--- src/rtl/load_scoreboard_if.sv ---
// -----------------------------------------------------------------------------
// load_scoreboard_if
// Bundles the ID-stage, WB-stage and status signals exchanged between the
// pipeline control and the load scoreboard.
//   master : pipeline side (drives ID/WB/freeze/flush, observes stall/status)
//   slave  : scoreboard side
// Signals:
//   id_valid, id_src1, id_src2, id_two_src, id_dest, id_mem_read, id_wb_en
//   freeze, flush, wb_load_done, wb_dest                      (pipeline -> sb)
//   hazard_stall, busy, pend_vec, stall_cycles, err_underflow (sb -> pipeline)
// -----------------------------------------------------------------------------
interface load_scoreboard_if #(
    parameter int NREG   = 16,
    parameter int AW     = 4,
    parameter int PERF_W = 32
);
    logic              id_valid;
    logic [AW-1:0]     id_src1;
    logic [AW-1:0]     id_src2;
    logic              id_two_src;
    logic [AW-1:0]     id_dest;
    logic              id_mem_read;
    logic              id_wb_en;
    logic              freeze;
    logic              flush;
    logic              wb_load_done;
    logic [AW-1:0]     wb_dest;
    logic              hazard_stall;
    logic              busy;
    logic [NREG-1:0]   pend_vec;
    logic [PERF_W-1:0] stall_cycles;
    logic              err_underflow;

    modport master (
        output id_valid, id_src1, id_src2, id_two_src, id_dest, id_mem_read,
               id_wb_en, freeze, flush, wb_load_done, wb_dest,
        input  hazard_stall, busy, pend_vec, stall_cycles, err_underflow
    );

    modport slave (
        input  id_valid, id_src1, id_src2, id_two_src, id_dest, id_mem_read,
               id_wb_en, freeze, flush, wb_load_done, wb_dest,
        output hazard_stall, busy, pend_vec, stall_cycles, err_underflow
    );
endinterface

--- src/rtl/load_scoreboard.sv ---
// -----------------------------------------------------------------------------
// load_scoreboard
// Counts in-flight SRAM loads per architectural register and stalls any ID
// instruction that reads a register whose load data has not yet reached WB.
// hazard_stall is combinational from the ID inputs and the registered counters
// and is ORed into the IF/ID freeze by the surrounding pipeline.
// Ports:
//   clk  : pipeline clock, rising edge
//   rst  : asynchronous, active-low reset
//   sb   : load_scoreboard_if.slave (ID/WB inputs, stall and status outputs)
// -----------------------------------------------------------------------------
module load_scoreboard #(
    parameter int NREG      = 16,
    parameter int AW        = 4,
    parameter int CNT_W     = 2,
    parameter bit WB_BYPASS = 1'b1,
    parameter int PERF_W    = 32
) (
    input  logic              clk,
    input  logic              rst,
    load_scoreboard_if.slave  sb
);

    localparam logic [CNT_W-1:0]  CNT_MAX  = '1;
    localparam logic [PERF_W-1:0] PERF_MAX = '1;

    // Saturating increment for the performance counter.
    function automatic logic [PERF_W-1:0] sat_inc(input logic [PERF_W-1:0] v);
        return (v == PERF_MAX) ? v : v + 1'b1;
    endfunction

    logic [CNT_W-1:0] cnt     [NREG];
    logic [CNT_W-1:0] cnt_nxt [NREG];
    logic [NREG-1:0]  pend_eff;
    logic [NREG-1:0]  pend_raw;
    logic             issue;
    logic             retire;
    logic             stall;
    logic             underflow;
    logic             full_dest;
    logic [PERF_W-1:0] stall_cycles_q;
    logic             err_q;

    // While frozen the WB stage is held, so its load is only counted once it moves.
    assign retire = sb.wb_load_done & ~sb.freeze;

    // Effective pending view used for stall decisions: with bypass, the last
    // outstanding load retiring this cycle is forwarded from WB.
    always_comb begin
        pend_raw = '0;
        pend_eff = '0;
        for (int r = 0; r < NREG; r++) begin
            pend_raw[r] = (cnt[r] != '0);
            pend_eff[r] = pend_raw[r];
            if (WB_BYPASS && retire && (sb.wb_dest == AW'(r)) && (cnt[r] == CNT_W'(1)))
                pend_eff[r] = 1'b0;
        end
    end

    // A further load to a saturated register must wait, so counters never wrap.
    assign full_dest = sb.id_mem_read & sb.id_wb_en & (cnt[sb.id_dest] == CNT_MAX);

    assign stall = sb.id_valid & ~sb.flush &
                   ( pend_eff[sb.id_src1]
                   | (sb.id_two_src & pend_eff[sb.id_src2])
                   | full_dest );

    assign issue = sb.id_valid & sb.id_mem_read & sb.id_wb_en &
                   ~stall & ~sb.freeze & ~sb.flush;

    // A same-register issue in the retire cycle covers a retire against zero.
    assign underflow = retire & (cnt[sb.wb_dest] == '0) &
                       ~(issue & (sb.id_dest == sb.wb_dest));

    always_comb begin
        cnt_nxt = cnt;
        for (int r = 0; r < NREG; r++) begin
            logic inc;
            logic dec;
            inc = issue  & (sb.id_dest == AW'(r));
            dec = retire & (sb.wb_dest == AW'(r));
            if (inc && !dec)
                cnt_nxt[r] = cnt[r] + 1'b1;
            else if (dec && !inc && (cnt[r] != '0))
                cnt_nxt[r] = cnt[r] - 1'b1;
        end
    end

    always_ff @(posedge clk or negedge rst) begin
        if (!rst) begin
            for (int r = 0; r < NREG; r++)
                cnt[r] <= '0;
            stall_cycles_q <= '0;
            err_q          <= 1'b0;
        end else begin
            for (int r = 0; r < NREG; r++)
                cnt[r] <= cnt_nxt[r];
            if (stall)
                stall_cycles_q <= sat_inc(stall_cycles_q);
            if (underflow)
                err_q <= 1'b1;
        end
    end

    assign sb.hazard_stall  = stall;
    assign sb.pend_vec      = pend_raw;
    assign sb.busy          = |pend_raw;
    assign sb.stall_cycles  = stall_cycles_q;
    assign sb.err_underflow = err_q;

endmodule

--- src/flat_wrapper.sv ---
// flat-port wrapper written by rule: the top's interface ports become plain ports
module load_scoreboard_flat 
#(
    parameter int NREG      = 16,
    parameter int AW        = 4,
    parameter int CNT_W     = 2,
    parameter bit WB_BYPASS = 1'b1,
    parameter int PERF_W    = 32
)
  (clk, rst, sb_id_valid, sb_id_src1, sb_id_src2, sb_id_two_src, sb_id_dest, sb_id_mem_read, sb_id_wb_en, sb_freeze, sb_flush, sb_wb_load_done, sb_wb_dest, sb_hazard_stall, sb_busy, sb_pend_vec, sb_stall_cycles, sb_err_underflow);
  load_scoreboard_if #(.NREG(NREG), .AW(AW), .PERF_W(PERF_W)) sb_i ();
  input  logic clk;
  input  logic rst;
  input wire logic [$bits(sb_i.id_valid)-1:0] sb_id_valid;
  input wire logic [$bits(sb_i.id_src1)-1:0] sb_id_src1;
  input wire logic [$bits(sb_i.id_src2)-1:0] sb_id_src2;
  input wire logic [$bits(sb_i.id_two_src)-1:0] sb_id_two_src;
  input wire logic [$bits(sb_i.id_dest)-1:0] sb_id_dest;
  input wire logic [$bits(sb_i.id_mem_read)-1:0] sb_id_mem_read;
  input wire logic [$bits(sb_i.id_wb_en)-1:0] sb_id_wb_en;
  input wire logic [$bits(sb_i.freeze)-1:0] sb_freeze;
  input wire logic [$bits(sb_i.flush)-1:0] sb_flush;
  input wire logic [$bits(sb_i.wb_load_done)-1:0] sb_wb_load_done;
  input wire logic [$bits(sb_i.wb_dest)-1:0] sb_wb_dest;
  output wire logic [$bits(sb_i.hazard_stall)-1:0] sb_hazard_stall;
  output wire logic [$bits(sb_i.busy)-1:0] sb_busy;
  output wire logic [$bits(sb_i.pend_vec)-1:0] sb_pend_vec;
  output wire logic [$bits(sb_i.stall_cycles)-1:0] sb_stall_cycles;
  output wire logic [$bits(sb_i.err_underflow)-1:0] sb_err_underflow;
  assign sb_i.id_valid = sb_id_valid;
  assign sb_i.id_src1 = sb_id_src1;
  assign sb_i.id_src2 = sb_id_src2;
  assign sb_i.id_two_src = sb_id_two_src;
  assign sb_i.id_dest = sb_id_dest;
  assign sb_i.id_mem_read = sb_id_mem_read;
  assign sb_i.id_wb_en = sb_id_wb_en;
  assign sb_i.freeze = sb_freeze;
  assign sb_i.flush = sb_flush;
  assign sb_i.wb_load_done = sb_wb_load_done;
  assign sb_i.wb_dest = sb_wb_dest;
  assign sb_hazard_stall = sb_i.hazard_stall;
  assign sb_busy = sb_i.busy;
  assign sb_pend_vec = sb_i.pend_vec;
  assign sb_stall_cycles = sb_i.stall_cycles;
  assign sb_err_underflow = sb_i.err_underflow;
  load_scoreboard #(.NREG(NREG), .AW(AW), .CNT_W(CNT_W), .WB_BYPASS(WB_BYPASS), .PERF_W(PERF_W)) u_core (.clk(clk), .rst(rst), .sb(sb_i));
endmodule
--- config.mk ---
export PLATFORM = sky130hd
export DESIGN_NAME = load_scoreboard_flat
export DESIGN_NICKNAME = d
export VERILOG_FILES = /design/src/rtl/load_scoreboard_if.sv /design/src/rtl/load_scoreboard.sv /design/src/flat_wrapper.sv
export SDC_FILE = /design/constraint.sdc
export NUM_CORES = 1
export LEC_CHECK = 0
export ABC_AREA = 1
export ABC_CLOCK_PERIOD_IN_PS = 2750
export CAP_MARGIN = 10
export CORE_MARGIN = 2
export CORE_UTILIZATION = 52
export CTS_BUF_LIST = sky130_fd_sc_hd__clkbuf_16
export DETAILED_ROUTE_END_ITERATION = 10
export GPL_ROUTABILITY_DRIVEN = 0
export HOLD_SLACK_MARGIN = 0.12
export PLACE_DENSITY = 0.76
export REMOVE_ABC_BUFFERS = 1
export SYNTH_ARGS = -nofsm -noshare
export SYNTH_HDL_FRONTEND = slang
export SYNTH_SLANG_ARGS = --single-unit
--- constraint.sdc ---
create_clock -name clk -period 2.75 [get_ports clk]
set_input_delay 0.4125 -clock clk [delete_from_list [all_inputs] [get_ports clk]]
set_output_delay 0.4125 -clock clk [all_outputs]
set_load 0.1 [all_outputs]
**After elaboration in Yosys (flattened, before gate mapping)**

Index checks and enable logic that the tools add are counted.

- Register bits after elaboration: 65
- Bits of input ports: 25
- Output and inout port bits: 51
- Logic and storage cells: 366

- Add/sub/neg operators: 33
- $lt $le $gt $ge: 4
- Equal/unequal tests: 49
- Multiplexer cells: 58
- Bitwise gates (word level): 55
- Reductions and logical operators: 149

Operator list:

| kind | number |
|---|---|
| logical AND 1 bit | 80 |
| 2-to-1 mux 2 bit | 36 |
| equality test 4 bit, second input constant | 16 |
| nonzero test 2 bit | 32 |
| AND 1 bit | 46 |
| adder 2 x 1 -> 2 bit, second input constant | 16 |
| adder 32 x 1 -> 32 bit, second input constant | 1 |
| equality test 2 x 1 -> 1 bit, second input constant | 16 |
| equality test 32 bit, second input constant | 1 |
| equality test 4 x 3 -> 1 bit, second input constant | 8 |
| logical NOT 1 bit | 32 |
| subtractor 2 x 1 -> 2 bit, second input constant | 16 |
| 2-to-1 mux 1 bit | 18 |
| binary-select mux 2 bit (select 4 bit) | 2 |
| equality test 4 x 2 -> 1 bit, second input constant | 4 |
| OR reduction 16 bit | 1 |
| >= comparator 5 bit, second input constant | 2 |
| less-than comparator 4 x 5 -> 1 bit, second input constant | 2 |
| NOT 4 -> 5 bit | 2 |
| binary-select mux 1 bit (select 4 bit) | 2 |
| equality test 4 x 1 -> 1 bit, second input constant | 2 |
| logical NOT 4 bit | 2 |
| NOT 1 bit | 5 |
| equality test 4 bit | 1 |
| other kinds (4) | 5 |

**Logic depth before layout (Yosys ltp)**

- Word-level depth: 21
- Mapped depth: 18
- Mapped depth without buffers: 17

**Worst setup path after synthesis**

OpenSTA, ideal clock, no wires.

- Kind: reg-to-output
- Start: register u_core.cnt[4] (netlist bit)
- End: output sb_hazard_stall
- Arrival: 2.793 ns
- Data required time: 2.338 ns
- Setup slack: -0.456 ns
- Stages on the path, launching flop included: 13
- Buffers on the path: 1
- Cells stage by stage: dfrtp_1 inv_1 ha_1 inv_1 nand3_1 nand3_1 nand3_1 nand3_1 nand2_1 nor2_1 nor2_4 nor3_4 buf_2

- Elaborated cells on any way between the ends: 17
- Those cells by class: 2 x eq/ne; 8 x mux; 5 x bitwise; 2 x reduce/logical

RTL lines:

| element | line | source |
|---|---|---|
| from (decl) | load_scoreboard.sv:32 | `logic [CNT_W-1:0] cnt [NREG];` |
| from (signal, indexed assignment) | load_scoreboard.sv:97 | `cnt[r] <= cnt_nxt[r];` |
| nonzero test 2 bit (*) | load_scoreboard.sv:53 | `pend_raw[r] = (cnt[r] != '0);` |
| net sb_pend_vec[13] | flat_wrapper.sv:27 | `output wire logic [$bits(sb_i.pend_vec)-1:0] sb_pend_vec;` |
| 2-to-1 mux 1 bit (*) | load_scoreboard.sv:55 | `if (WB_BYPASS && retire && (sb.wb_dest == AW'(r)) && (cnt[r] == CNT_W'(1)))` |
| binary-select mux 1 bit (select 4 bit) | load_scoreboard.sv:65 | `\| (sb.id_two_src & pend_eff[sb.id_src2])` |
| 2-to-1 mux 1 bit (not written as such) | load_scoreboard.sv:65 |  |
| AND 1 bit | load_scoreboard.sv:65 |  |
| OR 1 bit (*) | load_scoreboard.sv:65 |  |
| OR 1 bit (*) | load_scoreboard.sv:66 | `\| full_dest );` |
| AND 1 bit (*) | load_scoreboard.sv:63 | `assign stall = sb.id_valid & ~sb.flush &` |
| to (decl) | flat_wrapper.sv:25 | `output wire logic [$bits(sb_i.hazard_stall)-1:0] sb_hazard_stall;` |

Mark *: on every way through the listed nets, which the timed path passes. The rest lies on a longest branch. The select of a mux whose other input is x is not followed.

**Worst setup path in the final report**

- Start: register u_core.cnt[22] (netlist bit)
- End: output sb_hazard_stall

- Longest elaborated chain between the ends: 9
- Elaborated cells on any way between the ends: 17
- Those cells by class: 2 x eq/ne; 8 x mux; 5 x bitwise; 2 x reduce/logical

Ends and longest elaborated chain:

| element | line |
|---|---|
| equality test 2 x 1 -> 1 bit | load_scoreboard.sv:55 |
| logical AND 1 bit | load_scoreboard.sv:55 |
| 2-to-1 mux 1 bit | load_scoreboard.sv:55 |
| binary-select mux 1 bit (select 4 bit) | load_scoreboard.sv:65 |
| 2-to-1 mux 1 bit (not written as such) | load_scoreboard.sv:65 |
| AND 1 bit | load_scoreboard.sv:65 |
| OR 1 bit | load_scoreboard.sv:65 |
| OR 1 bit (*) | load_scoreboard.sv:66 |
| AND 1 bit (*) | load_scoreboard.sv:63 |

Mark *: on every way between the ends. The rest lies on a longest branch, timed or not. The select of a mux whose other input is x is not followed.

==> reports/metrics.cfg <==
[flow_run]
max-cap-violations = 0

[logic_synthesis]
synth_edf_count = 0
netlist_area_um2 = 5756
synth_commonest_cells = nand2_1 (186), nand3_1 (175), inv_1 (130)
ys_seq_elements = 65
synth_top_area_share = 0.2826
synth_top_area_cell = dfrtp_1
ys_async_sr_fraction = 1.000
postSynthCellCount = 880
ys.flop_type = dfrtp_1
syn_avg_cell_area_um2 = 6.540
yosysWarnings = 0
yosysUniqueCellTypes = 31
ys_seq_area_frac = 0.2826
synth_most_common_cell = nand2_1
synth_area_leaders = dfrtp_1 (28%), nand3_1 (15%), nand2_1 (12%), inv_1 (8.5%), ha_1 (7.2%)

[global_routing]
grt_pass1_vias = 6248
antenna_found_initial = 0
grt_overflow = 0
track_usage = 0.3361
grt_max_degree = 41
grt_pass1_wl_mm = 30.86

[sta]
period_minus_slack_ns = 2.664
hold_viol = 0
slew_violations = 0
period_share = 0.9687
setup_tns_ns = 0
slew_headroom = 0.5064
clock_skew_ns = 0.008686
worst_slack_ns = 0.08597
setup_viol = 0
max_freq_ghz = 0.3754
worstMarginPinSlew_ns = 0.7308

[floorplan]
die_h_um = 109.2
num_rows = 38
core_area_um2 = 10840
die_x_um = 109.2
start_util = 0.5309
die-area_um2 = 11930
pin_count = 76

[run_status]
outcome = finished, final reports clean

[cells_and_area]
syn2layout_area_growth_pct = 31.28
final_nets = 1096
drive_gt1_frac = 0.1919
design_area_um2 = 7556
diodes = 0
fillers = 968
fin_cells = 1182

[min_path]
hold_class = register to register
hold_start = u_core.sb.err_underflow
min_path_cells = 1

[route]
wl_met2_mm = 8.392
wl_mm = 19.44
top_layer_used = met4
antenna_left = 0
drt-pass1-iter-count = 6
drtIter0Drc = 859
viasPerCell = 5.773
drc = 0
wl_met3_mm = 2.104
wl_met1_mm = 8.270
vias = 6824
wl_per_cell_um = 16.45

[critical_path]
critical_path_arrival_ns = 2.25
crit_path_end = sb_hazard_stall
crit_start = u_core.cnt[22]
worstSetupPathType = register to primary output
cp_data_required_time_ns = 2.34
worstPathMaxFanout = 6
worst_setup_path_start_kind = register
worst-r2r-cell-count = 18
r2r-end = u_core.cnt[31]
cp-end-kind = primary output
regToRegSetupSlack_ns = 0.13
r2r_start = u_core.cnt[11]

[clock_network]
worst_skew_pair.late_latency_ns = 0.34
clock_sinks = 65
cts.path.max_buffers = 2
tritoncts = built
cts_buffers = 9
clk_pin_slew_ns = 0.06
cts-root-buf = clkbuf_16
ctsHtreeMaxLevel = 3

[placed_design]
dpl_cell_area_um2 = 7103
dp_worst_setup_slack_ns = -0.3830
io_buffers = 75
post-dp-hpwl_mm = 14.93
place_inst = 1153

[pwr]
ir_drop_v = 0.0007540
p_per_area_nw_per_um2 = 538.3
p_leak_nw = 3.721

where the power goes:
part / total, mW / internal [mW] / switching, mW
clock network: 1.23 / 0.785 / 0.447
registers: 1.13 / 1.04 / 0.0870
logic: 1.70 / 0.488 / 1.22
per-stage QoR:
stage	util	hold slack (ns)	total power, mW
after floorplan	-	0.1169	2.245
after global placement	0.6552	0.4732	2.745
after detailed placement	0.6552	0.4763	2.758
after CTS	0.6898	0.4912	4.013
after global routing	0.6970	0.5208	4.249
final	0.6970	0.4857	4.067
registers in the layout, indices dropped and copies added, names as in the netlist:
| name | flops |
|---|---|
| u_core.cnt | 32 |
| u_core.sb.stall_cycles | 32 |
| u_core.sb.err_underflow | 1 |
kinds of logic after synthesis:
logic type               Yosys count  synth area share
adder cells (fa/ha/maj)           33           0.07174
buffers and inverters            154            0.1048
XOR/XNOR                          35           0.05326
flip-flops                        65            0.2826
AND/OR/NAND/NOR                  545            0.4387
AO/OA/AOI/OAI                     48           0.04891
cells in the final DEF (no fill, tap or decap), types with 2 or more instances in the layout:
| master | instances |
|---|---|
| o21ai_0 | 3 |
| a21oi_1 | 16 |
| bufinv_16 | 2 |
| buf_12 | 5 |
| dlygate4sd2_1 | 6 |
| clkinv_2 | 2 |
| nand3_1 | 171 |
| nand3_2 | 4 |
| inv_2 | 18 |
| nand2_4 | 3 |
| xnor2_1 | 8 |
| clkbuf_2 | 3 |
| o22ai_1 | 15 |
| buf_4 | 137 |
| nor3_1 | 24 |
| nand2_1 | 185 |
| xor2_1 | 27 |
| o41ai_1 | 3 |
| o21ai_1 | 7 |
| clkdlybuf4s50_1 | 13 |
| o21bai_1 | 3 |
| dfrtp_1 | 65 |
| nor2_1 | 71 |
| nor2_4 | 3 |
| ha_1 | 33 |
| clkbuf_16 | 9 |
| nand4_1 | 60 |
| nand2_2 | 4 |
| inv_1 | 116 |
| nor4_1 | 10 |
| nor2_2 | 6 |
worst min path at each step:
stage                         endpoint  slack (ns)
2_1_floorplan            u_core.cnt[0]        0.12
3_3_place_gp             u_core.cnt[0]        0.47
3_5_place_dp             u_core.cnt[0]        0.48
4_1_cts        u_core.sb.err_underflow        0.49
5_1_grt        u_core.sb.err_underflow        0.52
6_report       u_core.sb.err_underflow        0.49
what timing repair did:
action / in CTS / in global routing
setup endpoints to repair: 33 / 27
hold endpoints to repair: 8 / 0
setup buffers: 4 / 9
hold buffers: 1 / 0
pin swaps: 5 / 6
gates resized for setup: 23 / 22
metal layers:
metal	GRT usage	vias up
met1	0.4705	3075
met2	0.4973	405
met4	0.1456	0
met3	0.07531	63
met5	0	-
li1	-	3281
worst max-delay path, stage by stage (launching register included):
cell     delay (ns)
dfrtp_1        0.41
inv_1          0.12
ha_1           0.23
inv_2          0.12
nand3_1        0.10
nand3_1        0.08
nand3_1        0.07
nand3_1        0.09
nand2_1        0.07
nor2_2         0.13
nor2_4         0.06
nor3_4         0.21
buf_12         0.21
area by class of cell:
type                    count  area (µm²)  area share
multi-input cells         661        3590      0.4751
flip-flops and latches     65        1627      0.2153
repair buffers            167        1354      0.1792
inverters                 134       503.0     0.06657
clock buffers               9       225.2     0.02981
well taps                 140       175.2     0.02318
clock inverters             6       82.58     0.01093
Power figures use the tool's default switching activity.
